==> config.mk <==
export PLATFORM = sky130hd
export DESIGN_NAME = an_encoder_inj
export DESIGN_NICKNAME = d
export VERILOG_FILES = /design/src/rtl/an_encoder_inj.sv
export SDC_FILE = /design/constraint.sdc
export NUM_CORES = 1
export LEC_CHECK = 0
export ABC_AREA = 1
export CORE_ASPECT_RATIO = 0.75
export CORE_MARGIN = 1
export CORE_UTILIZATION = 46
export CTS_CLUSTER_SIZE = 40
export DETAILED_ROUTE_END_ITERATION = 10
export GPL_TIMING_DRIVEN = 0
export HOLD_SLACK_MARGIN = 0.15
export PLACE_DENSITY = 0.69
export SLEW_MARGIN = 20
export SYNTH_ARGS = -nofsm -noshare
export SYNTH_HDL_FRONTEND = slang
export SYNTH_SLANG_ARGS = --single-unit
export TNS_END_PERCENT = 20
==> constraint.sdc <==
create_clock -name clk -period 2.7 [get_ports clk]
set_input_delay 0.54 -clock clk [delete_from_list [all_inputs] [get_ports clk]]
set_output_delay 0.54 -clock clk [all_outputs]
set_load 0.03 [all_outputs]
==> src/rtl/an_encoder_inj.sv <==
// AN-code encoder with optional single arithmetic error injection.
// Takes a data word N and forms A*N with a shift-and-add multiplier, one
// partial product per bit of A. It can then add or subtract 2^k, so the
// downstream decoder receives exactly the corrupted word it must correct.
module an_encoder_inj #(
    parameter int N_W  = 23,
    parameter int A    = 29,
    parameter int A_W  = 5,
    parameter int AN_W = 28,
    parameter int IB_W = 5
) (
    input  logic            clk,
    input  logic            rst_n,
    input  logic            in_valid,
    output logic            in_ready,
    input  logic [N_W-1:0]  in_n,
    input  logic            inj_en,
    input  logic            inj_sub,
    input  logic [IB_W-1:0] inj_bit,
    output logic            out_valid,
    input  logic            out_ready,
    output logic [AN_W-1:0] out_an,
    output logic            out_inj
);

    typedef enum logic [1:0] {
        IDLE = 2'd0,
        MUL  = 2'd1,
        INJ  = 2'd2,
        DONE = 2'd3
    } state_t;

    localparam int                CNT_W    = (A_W > 1) ? $clog2(A_W) : 1;
    localparam logic [A_W-1:0]    A_VEC    = A_W'(A);
    localparam logic [CNT_W-1:0]  CNT_LAST = CNT_W'(A_W - 1);

    state_t            state_q,     state_d;
    logic [N_W-1:0]    n_q,         n_d;
    logic              inj_en_q,    inj_en_d;
    logic              inj_sub_q,   inj_sub_d;
    logic [IB_W-1:0]   inj_bit_q,   inj_bit_d;
    logic [AN_W-1:0]   acc_q,       acc_d;
    logic [CNT_W-1:0]  cnt_q,       cnt_d;
    logic [AN_W-1:0]   out_an_q,    out_an_d;
    logic              out_inj_q,   out_inj_d;
    logic              out_valid_q, out_valid_d;

    // Partial product for the current multiplier bit and the injected error term.
    logic [AN_W-1:0]   partial;
    logic [AN_W-1:0]   err_term;
    logic              inj_hit;

    assign partial  = AN_W'(n_q) << cnt_q;
    assign err_term = AN_W'(1) << inj_bit_q;
    // An out-of-range bit index yields an uncorrupted word.
    assign inj_hit  = inj_en_q && ({{(32-IB_W){1'b0}}, inj_bit_q} < 32'(AN_W));

    assign in_ready  = (state_q == IDLE);
    assign out_valid = out_valid_q;
    assign out_an    = out_an_q;
    assign out_inj   = out_inj_q;

    // State and datapath registers; an asynchronous reset discards any word in flight.
    // NOTE: sequential state uses non-blocking (<=) so every register samples pre-edge values.
    always_ff @(posedge clk or negedge rst_n) begin
        if (!rst_n) begin
            state_q     <= IDLE;
            n_q         <= '0;
            inj_en_q    <= 1'b0;
            inj_sub_q   <= 1'b0;
            inj_bit_q   <= '0;
            acc_q       <= '0;
            cnt_q       <= '0;
            out_an_q    <= '0;
            out_inj_q   <= 1'b0;
            out_valid_q <= 1'b0;
        end else begin
            state_q     <= state_d;
            n_q         <= n_d;
            inj_en_q    <= inj_en_d;
            inj_sub_q   <= inj_sub_d;
            inj_bit_q   <= inj_bit_d;
            acc_q       <= acc_d;
            cnt_q       <= cnt_d;
            out_an_q    <= out_an_d;
            out_inj_q   <= out_inj_d;
            out_valid_q <= out_valid_d;
        end
    end

    // Next-state logic: capture, iterate over A's bits, apply the error, hand off.
    // NOTE: every _d gets a hold default first so no path leaves a latch behind.
    always_comb begin
        state_d     = state_q;
        n_d         = n_q;
        inj_en_d    = inj_en_q;
        inj_sub_d   = inj_sub_q;
        inj_bit_d   = inj_bit_q;
        acc_d       = acc_q;
        cnt_d       = cnt_q;
        out_an_d    = out_an_q;
        out_inj_d   = out_inj_q;
        out_valid_d = out_valid_q;

        unique case (state_q)
            IDLE: begin
                if (in_valid) begin
                    n_d       = in_n;
                    inj_en_d  = inj_en;
                    inj_sub_d = inj_sub;
                    inj_bit_d = inj_bit;
                    acc_d     = '0;
                    cnt_d     = '0;
                    state_d   = MUL;
                end
            end
            MUL: begin
                if (A_VEC[cnt_q]) begin
                    acc_d = acc_q + partial;
                end
                cnt_d = cnt_q + 1'b1;
                if (cnt_q == CNT_LAST) begin
                    state_d = INJ;
                end
            end
            INJ: begin
                if (inj_hit) begin
                    out_an_d  = inj_sub_q ? (acc_q - err_term) : (acc_q + err_term);
                    out_inj_d = 1'b1;
                end else begin
                    out_an_d  = acc_q;
                    out_inj_d = 1'b0;
                end
                out_valid_d = 1'b1;
                state_d     = DONE;
            end
            DONE: begin
                if (out_ready) begin
                    out_valid_d = 1'b0;
                    state_d     = IDLE;
                end
            end
            default: state_d = IDLE;
        endcase
    end

endmodule
# Word level (Yosys, flattened, before mapping)
# Memory sizes are Yosys's and may differ from the RTL's.
# Index checks and enable logic that the tools add are counted.
dict set report op_classes {
  bitwise 0
  n_addsub 4
  reduce_logical 9
  magnitude_cmp 2
  mux 15
  n_div 0
  multipliers 0
  eq_ne 8
  shift 2
}
# operator count
set ops {}
lappend ops {{$mux 28} 4}
lappend ops {{$add 28x28->28} 2}
lappend ops {{$pmux 28 s2} 1}
lappend ops {{$shl 1x5->28 const A} 1}
lappend ops {{$shl 23x3->28} 1}
lappend ops {{$sub 28x28->28} 1}
lappend ops {{$ne 2x2->1 const B} 4}
lappend ops {{$pmux 2 s4} 1}
lappend ops {{$mux 2} 3}
lappend ops {{$pmux 3 s2} 1}
lappend ops {{$reduce_and 2->1} 3}
lappend ops {{$reduce_and 3->1} 2}
lappend ops {{$lt 5x5->1 const B} 1}
lappend ops {{$eq 2x2->1 const B} 2}
lappend ops {{$lt 3x4->1 const B} 1}
lappend ops {{$reduce_bool 2->1} 2}
lappend ops {{$add 3x1->3 const B} 1}
lappend ops {{$eq 3x3->1 const B} 1}
lappend ops {{$mux 1} 3}
lappend ops {{$mux 3} 1}
lappend ops {{$eq 2x1->1 const B} 1}
lappend ops {{$logic_not 2->1} 1}
lappend ops {{$pmux 1 s2} 1}
lappend ops {{$logic_and 1x1->1} 1}
dict set report totals {
  out_inout_bits 31
  mem_count 1
  rom_bits 8
  latch_bits 0
  ram_bits 0
  ff_bits 93
  input_bits 34
}
# memory depth word_bits read_ports rd_clocked_by_memory_dff write_ports line_no
set mem_list {}
lappend mem_list {{(name not given)} 8 1 1 0 0 118} ;# if (A_VEC[cnt_q]) begin

# Longest topological paths before layout
dict set report depth {
  word_depth 4
  mapped_depth 28
  depth_no_buf 28
}

# Worst setup path before layout
# No wires, ideal clock.
dict set report synth_timing {
  path_type {reg2reg}
  startpoint {reg inj_bit_q[1]}
  endpoint {reg out_an_q[27] (netlist: out_an[27])}
  setup_slack_ps -232
  stages_incl_launch_ff 29
  t_arrival_ps 2815
  setup_time_ps 117
  t_required_ps 2583
  path_buffers 1
  path_cell_list {dfrtp_1 buf_4 nor2_2 nand2_1 clkinv_1 nand3_1 ha_1 nand3_4 nor2_4 nor2_4 nor2_4 nand2_1 xnor2_1 inv_1 ha_1 nand2_1 inv_1 nand2_1 nand2_1 nand2_1 nand2_1 a21oi_1 nand2_1 nand2_1 nand2_1 nand2_1 nand2_1 nand2_1 nand2_1}
}
dict set report synth_between {
  elab_chain_len 4
  elab_cells_between_ends 7
  classes_between {add/sub (2); order compare (1); shift (1); mux (2); reduce/logical (1)}
}
# element line_no
set synth_rtl {}
lappend synth_rtl {{start: declaration} 41} ;# logic [IB_W-1:0] inj_bit_q, inj_bit_d;
lappend synth_rtl {{start signal: assignment} 82} ;# inj_bit_q <= inj_bit_d;
lappend synth_rtl {{$shl 1x5->28} 54} ;# assign err_term = AN_W'(1) << inj_bit_q;
lappend synth_rtl {{$add 28x28->28 / $sub 28x28->28 (equally long branches)} 128} ;# out_an_d = inj_sub_q ? (acc_q - err_term) : (acc_q + err_term);
lappend synth_rtl {{$mux 28} 128}
lappend synth_rtl {{$mux 28 *} 127} ;# if (inj_hit) begin
lappend synth_rtl {{end signal: assignment} 85} ;# out_an_q <= out_an_d;
lappend synth_rtl {{end: declaration} 44} ;# logic [AN_W-1:0] out_an_q, out_an_d;
# Every way passes the cells marked *; elsewhere a longest branch is shown, timed or not.
# A chain may end at the register's enable or synchronous reset.

# Worst setup path in the final report
dict set report layout_timing {
  startpoint {reg inj_bit_q[0]}
  endpoint {reg out_an_q[27] (netlist: out_an[27])}
}
# Same word-level chain as after synthesis.

==> key figures <==
Layout
  • Nets: 1,637
  • Ant diodes: 0
  • Area grow syn2layout: 32.6%
  • Layout cells sized above 1: a little under a quarter

Floorplanning
  • CORE AREA: 18,700 µm²
  • Site row count: 43
  • Die Span Y: about 120 µm
  • Initial core utilization: between 40% and 50%
  • Die extent in x: 162 µm
  • Top Ports: 65
  • DIE AREA: 19,800 µm²

Clock network
  • Clk slew on worst S/H paths: about 0.070 ns
  • Worst-skew pair later-pin latency: 0.36 ns
  • CTS max path bufs: 2
  • Sink Count: 93
  • Inserted Clock Buffers: 9
  • TritonCTS clock tree: yes
  • H-tree Lvls: 3
  • Root buffer cell: clkbuf_16

Flow run
  • Max-cap violation count: 0

Worst setup path
  • Arr. time, crit path: 3.33 ns
  • Worst Reg-to-Reg Cells: 23
  • Reg2reg setup slack: -0.40 ns
  • Crit-path max cell delay: about 0.42 ns
  • CP Launch Type: register
  • Critical Path Fanout Max: 3
  • Crit Path Category: reg -> reg
  • R2r startpoint: inj_bit_q[0]
  • Most Frequent Cell on Critical Path: nand2_1
  • CP required: 2.94 ns
  • Worst path cell trace: buf_6 -> nor3_4 -> nand3_2 -> ha_4 -> nand3_4 -> nor2_4 -> nor2_4 -> nor2_4 -> nand3_2 -> xor2_2 -> inv_2 -> ha_4 -> a21o_1 -> nor2_2 -> nand2_2 -> a21oi_4 -> nand2_1 -> nand2_1 -> nand2_1 -> nand2_1 -> nand2_2 -> nand2_2 -> nand2_1
  • Crit end category: register
  • FF-to-FF End: out_an[27]
  • WP buf/inv: 2
  • Worst path slowest cell: dfrtp_2
  • Critical path's top delay family: simple AND/OR/NAND/NOR gates

Logic synthesis
  • Seq/Total Area, Yosys: 26.2%
  • Syn_nets: between 1,500 and 2,000
  • Register bit total from synthesis: a little over 90
  • Synth top area share: 26.2%
  • List of most frequent post-synthesis cells: 470 x nand2_1, 147 x inv_1, 124 x nand3_1, 116 x o21ai_0, 99 x a21oi_1
  • Ys async rst share: 100%
  • Synth Flop Type: dfrtp_1
  • Largest area contributor in the netlist: dfrtp_1
  • Syn avg cell area: around 6.3 µm²
  • Synth Warn #: 0
  • Mapped Area: slightly below 9000 µm²
  • Count leader, synth: nand2_1
  • Library cells used by synthesis: 49
  • Synth area leaders: dfrtp_1 26%, nand2_1 20%, ha_1 8.7%
  • Post-synthesis instance total: 1,417
  • Post-synth EDFFs: 0

Worst hold path
  • Hold Startpoint: out_an[19]
  • Tightest Hold Check Type: reg -> reg
  • Hold Path End: out_an[19]
  • WHS Path Cells: 2

Placed design
  • # port buffers: 64
  • Post-detail-place hpwl: approximately 26,000 µm
  • Pre-CTS setup slack: -0.751 ns
  • Gpl congestion: 0.990

Global route
  • Vias in the first global route: 9,044
  • Grt ovf: 0
  • Largest net degree at the start of global routing: 78
  • Gr usage total: 33.8%
  • First-pass GRT wire length: about 50,000 µm
  • Antenna violations before repair: 0

Timing
  • Final period util: 115%
  • Max-slew headroom: 32.9%
  • Final setup fails: 39
  • Final Max Slew Viols: 0
  • Fin crit period: 3.10 ns
  • Worst-margin pin slew: 1.01 ns
  • Max Clock Skew: 0.0112 ns
  • Final hold vios: 0
  • RSZ-0062 raised after global routing: yes
  • Fin worst setup slack: -0.399 ns
  • Hold_ws: 0.479 ns
  • Fmax: 323 MHz

Detailed routing
  • Routed wire length: 33,400 µm
  • Vias/cell: 5.64
  • Remaining antenna violation count after routing: 0
  • First DRT Iteration DRCs: 1,017
  • Wire per inst: 18.6 µm
  • 1st-pass router iterations: 7
  • Vias after detailed routing: 10,100
  • # DRC: 0

Run status
  • Failing checks: negative setup slack
  • Status: finished with violations
-- worst max-delay path by stage --
stage,start,end,slack (ns),cells after the start
2_1_floorplan,inj_bit_q[1],out_an[27],-0.03,24
3_3_place_gp,rst_n,inj_bit_q[0],-2.98,1
3_5_place_dp,cnt_q[1],acc_q[18],-0.75,16
4_1_cts,inj_bit_q[0],out_an[27],-0.39,26
5_1_grt,inj_bit_q[0],out_an[27],-0.57,24
6_report,inj_bit_q[0],out_an[27],-0.40,23
-- layer usage --
layer | GRT usage (%) | up-vias | share of wire [%]
li1 | - | 4913 | -
met1 | 49.4 | 4724 | 48
met2 | 49.0 | 428 | 41
met3 | 9.77 | 35 | 9.1
met4 | 6.96 | 0 | 1.4
met5 | 0 | - | 0
-- worst reg2reg max path, delay by kind of cell (launching register included) --
family / cells / cell delay [ns]
AND/OR/NAND/NOR: 16 / 1.43
adder cells (fa/ha/maj): 2 / 0.43
flip-flops: 1 / 0.42
AO/OA/AOI/OAI: 2 / 0.30
buffers and inverters: 2 / 0.23
XOR/XNOR: 1 / 0.16
-- area by class of cell --
cell class	instances	area, µm²
fill	1769	6920
buffer	43	277
tap	247	309
clock buffer	10	229
multi-input combinational	1119	6840
inverter	161	622
clock inverter	6	93.8
timing repair buffer	112	1050
sequential	93	2330
-- registers in the layout (all words and copies together) (netlist names) --
signal,flops
n_q,23
out_inj,1
inj_sub_q,1
acc_q,28
out_an,28
inj_en_q,1
out_valid,1
inj_bit_q,5
cnt_q,3
state_q,2
-- through the flow --
stage | instances | utilization [%] | setup TNS [ns] | instance area, µm²
finish | 1791 | 63.0 | -7.48 | 11800
global route | 1791 | 63.0 | -14.16 | 11800
CTS | 1784 | 59.8 | -6.07 | 11200
detailed placement | 1729 | 53.5 | -23.74 | 9990
global placement | 1728 | 53.4 | -267.91 | 9960
floorplan | 1417 | - | -0.0338 | 9010
-- what timing repair did --
| item | CTS | global route |
|---|---|---|
| pin swaps | 44 | 60 |
| setup endpoints to repair | 48 | 47 |
| resized for setup | 195 | 145 |
| setup buffers | 38 | 7 |
| hold endpoints to repair | 16 | 0 |
| cloned | 1 | 0 |
| hold buffers | 1 | 0 |
-- kinds of logic (layout without fill, tap and decap cells) --
| family | after synthesis | count (layout) | synth area share [%] |
|---|---|---|---|
| AND/OR/NAND/NOR | 752 | 752 | 36.0 |
| flip-flops | 93 | 93 | 26.2 |
| adder cells (fa/ha/maj) | 64 | 64 | 9.20 |
| multiplexers | 2 | 2 | 0.226 |
| buffers and inverters | 205 | 332 | 9.23 |
| XOR/XNOR | 23 | 23 | 2.27 |
| AO/OA/AOI/OAI | 278 | 278 | 16.8 |
-- layout by cell type (no fill, tap or decap), types with 16 or more instances in the layout --
cell type	instances
nor2_1	65
o21ai_1	46
o21ai_2	29
nor2_2	19
o21ai_0	60
nand2_2	48
buf_4	46
ha_1	38
nor2_4	17
a21oi_2	22
clkdlybuf4s50_1	63
dfrtp_1	90
nand2_1	418
nand3_1	110
nand4_1	17
a21oi_1	72
inv_1	127
ha_4	16
inv_2	28
Power is left out: the tool's default activity adds up to more than one toggle a clock period on the data nets, which glitch-free logic cannot reach.
==> RTL change: new RTL, same settings <==
The parameter `IB_W` goes from 5 to 10.
--- a/src/rtl/an_encoder_inj.sv
+++ b/src/rtl/an_encoder_inj.sv
@@ -7,7 +7,7 @@
     parameter int A    = 29,
     parameter int A_W  = 5,
     parameter int AN_W = 28,
-    parameter int IB_W = 5
+    parameter int IB_W = 10
 ) (
     input  logic            clk,
     input  logic            rst_n,
Ports: changed (resized inj_bit); port bits go from 65 to 70. The function was not compared with the original's and may differ.
==> RTL change against the unedited design <==
Setup slack worse by 0.45 ns; cell area is 2.6% higher; sequential cell count is 5 higher; critical path type unchanged; sequential share of layout area is 0.53 points higher; die area is 0.78% lower; count of clock-buffer cells in the layout is 1 lower; global-route usage is 1.3 points lower; clock skew is 0.0024 ns lower; the run still ends with negative setup slack left; wire length is 3.7% lower; area after synthesis is 0.79% lower.
Power is left out: the tool's default activity adds up to more than one toggle a clock period on the data nets, which glitch-free logic cannot reach.
==> RTL change: results (changes against the unedited design) <==
{
  "seq_share": {"value": 20.4, "unit": "%", "change": "+0.53 points"},
  "layout.non_clock_buffers": {"value": 167, "change": "+7.7%"},
  "cts_setup_buffers": {"value": 34, "change": "-11%"},
  "route.detailed.wl_per_inst": {"value": 18.3, "unit": "microns", "change": "-1.7%"},
  "post-place-cells": {"value": 1683, "change": "-2.7%"},
  "grt.met1_usage": {"value": 48.4, "unit": "%", "change": "-1.1 points"},
  "post_route_setup_tns": {"value": -18.23, "unit": "ns", "change": "-10.75 ns"},
  "outcome": "finished, violations left",
  "gr_met2_demand_resource": {"value": 47.7, "unit": "%", "change": "-1.3 points"},
  "crit_slowest_cell": "sky130_fd_sc_hd__dfrtp_1",
  "netlist_top_cells_count": "sky130_fd_sc_hd__nand2_1, sky130_fd_sc_hd__inv_1, sky130_fd_sc_hd__o21ai_0, sky130_fd_sc_hd__nand3_1, sky130_fd_sc_hd__dfrtp_1",
  "violations_in_the_final_reports": "negative setup slack",
  "non_clock_buffer_area_share": {"value": 11.8, "unit": "%", "change": "+0.51 points"},
  "timing.final.ws_setup": {"value": -0.850, "unit": "ns", "change": "-0.451 ns"},
  "synth-compound-area-share": {"value": 18.3, "unit": "%", "change": "+1.5 points"},
  "detailedPlacementHpwl": {"value": 24.8, "unit": "mm", "change": "-4.2%"},
  "timing.critical_path.fanout_max": {"value": 6, "change": "+3"},
  "xor_xnor_share_of_the_synthesized_area": {"value": 1.89, "unit": "%", "change": "-0.38 points"},
  "most_area_consuming_cells_after_synthesis": "sky130_fd_sc_hd__dfrtp_1, sky130_fd_sc_hd__nand2_1, sky130_fd_sc_hd__ha_1",
  "gr-usage-all-layers": {"value": 32.5, "unit": "%", "change": "-1.3 points"},
  "port-buffer-count": {"value": 69, "change": "+7.8%"},
  "yosysUniqueCellTypes": {"value": 51, "change": "+4.1%"},
  "setup_viol_count_final": {"value": 43, "change": "+10%"},
  "drive_gt1_share": {"value": 23.5, "unit": "%", "change": "+0.56 points"},
  "final_area": {"value": 12100, "unit": "sq um", "change": "+2.6%"},
  "die_width": {"value": 162, "unit": "microns", "change": "-0.39%"},
  "mux_cell_area_share_after_synthesis": {"value": 0.341, "unit": "%", "change": "+0.12 points"},
  "routed-wl-met3": {"value": 2.63, "unit": "mm", "change": "-14%"},
  "drt_first_iter_violations": {"value": 970, "change": "-4.6%"},
  "fin_nets": {"value": 1605, "change": "-2.0%"},
  "inverters": {"value": 137, "change": "-15%"},
  "post_cts_resized": {"value": 248, "change": "+27%"},
  "sum_of_routed_wire_segments_on_met1": {"value": 15.4, "unit": "mm", "change": "-4.1%"},
  "maxSlewHeadroom": {"value": 47.2, "unit": "%", "change": "+14 points"},
  "synth_sequential_area_ratio": {"value": 27.9, "unit": "%", "change": "+1.6 points"},
  "register_bit_total_from_synthesis": {"value": 98, "change": "+5.4%"}
}
RTL change: cell count changes in the layout (fill, tap and decap cells not counted), sizes merged, moves of 12 or more:
cell / unedited run / this run
clkbuf: 31 / 43
inv: 162 / 138
nand2: 478 / 459
nand3: 128 / 103
nand4: 17 / 29
o21ai: 136 / 123
RTL change: path summary, 6_finish.rpt:
path	cells after the start	end	startpoint
worst min register to register	2	out_an[21]$_DFFE_PN0P_	out_an[21]$_DFFE_PN0P_
max in group asynchronous	3	inj_bit_q[1]$_DFFE_PN0P_	rst_n
worst max-delay path	27	out_an[24]$_DFFE_PN0P_	inj_bit_q[9]$_DFFE_PN0P_
min in group asynchronous	2	out_an[26]$_DFFE_PN0P_	rst_n
worst max register to register	27	out_an[24]$_DFFE_PN0P_	inj_bit_q[9]$_DFFE_PN0P_
worst min-delay path	2	out_an[21]$_DFFE_PN0P_	out_an[21]$_DFFE_PN0P_
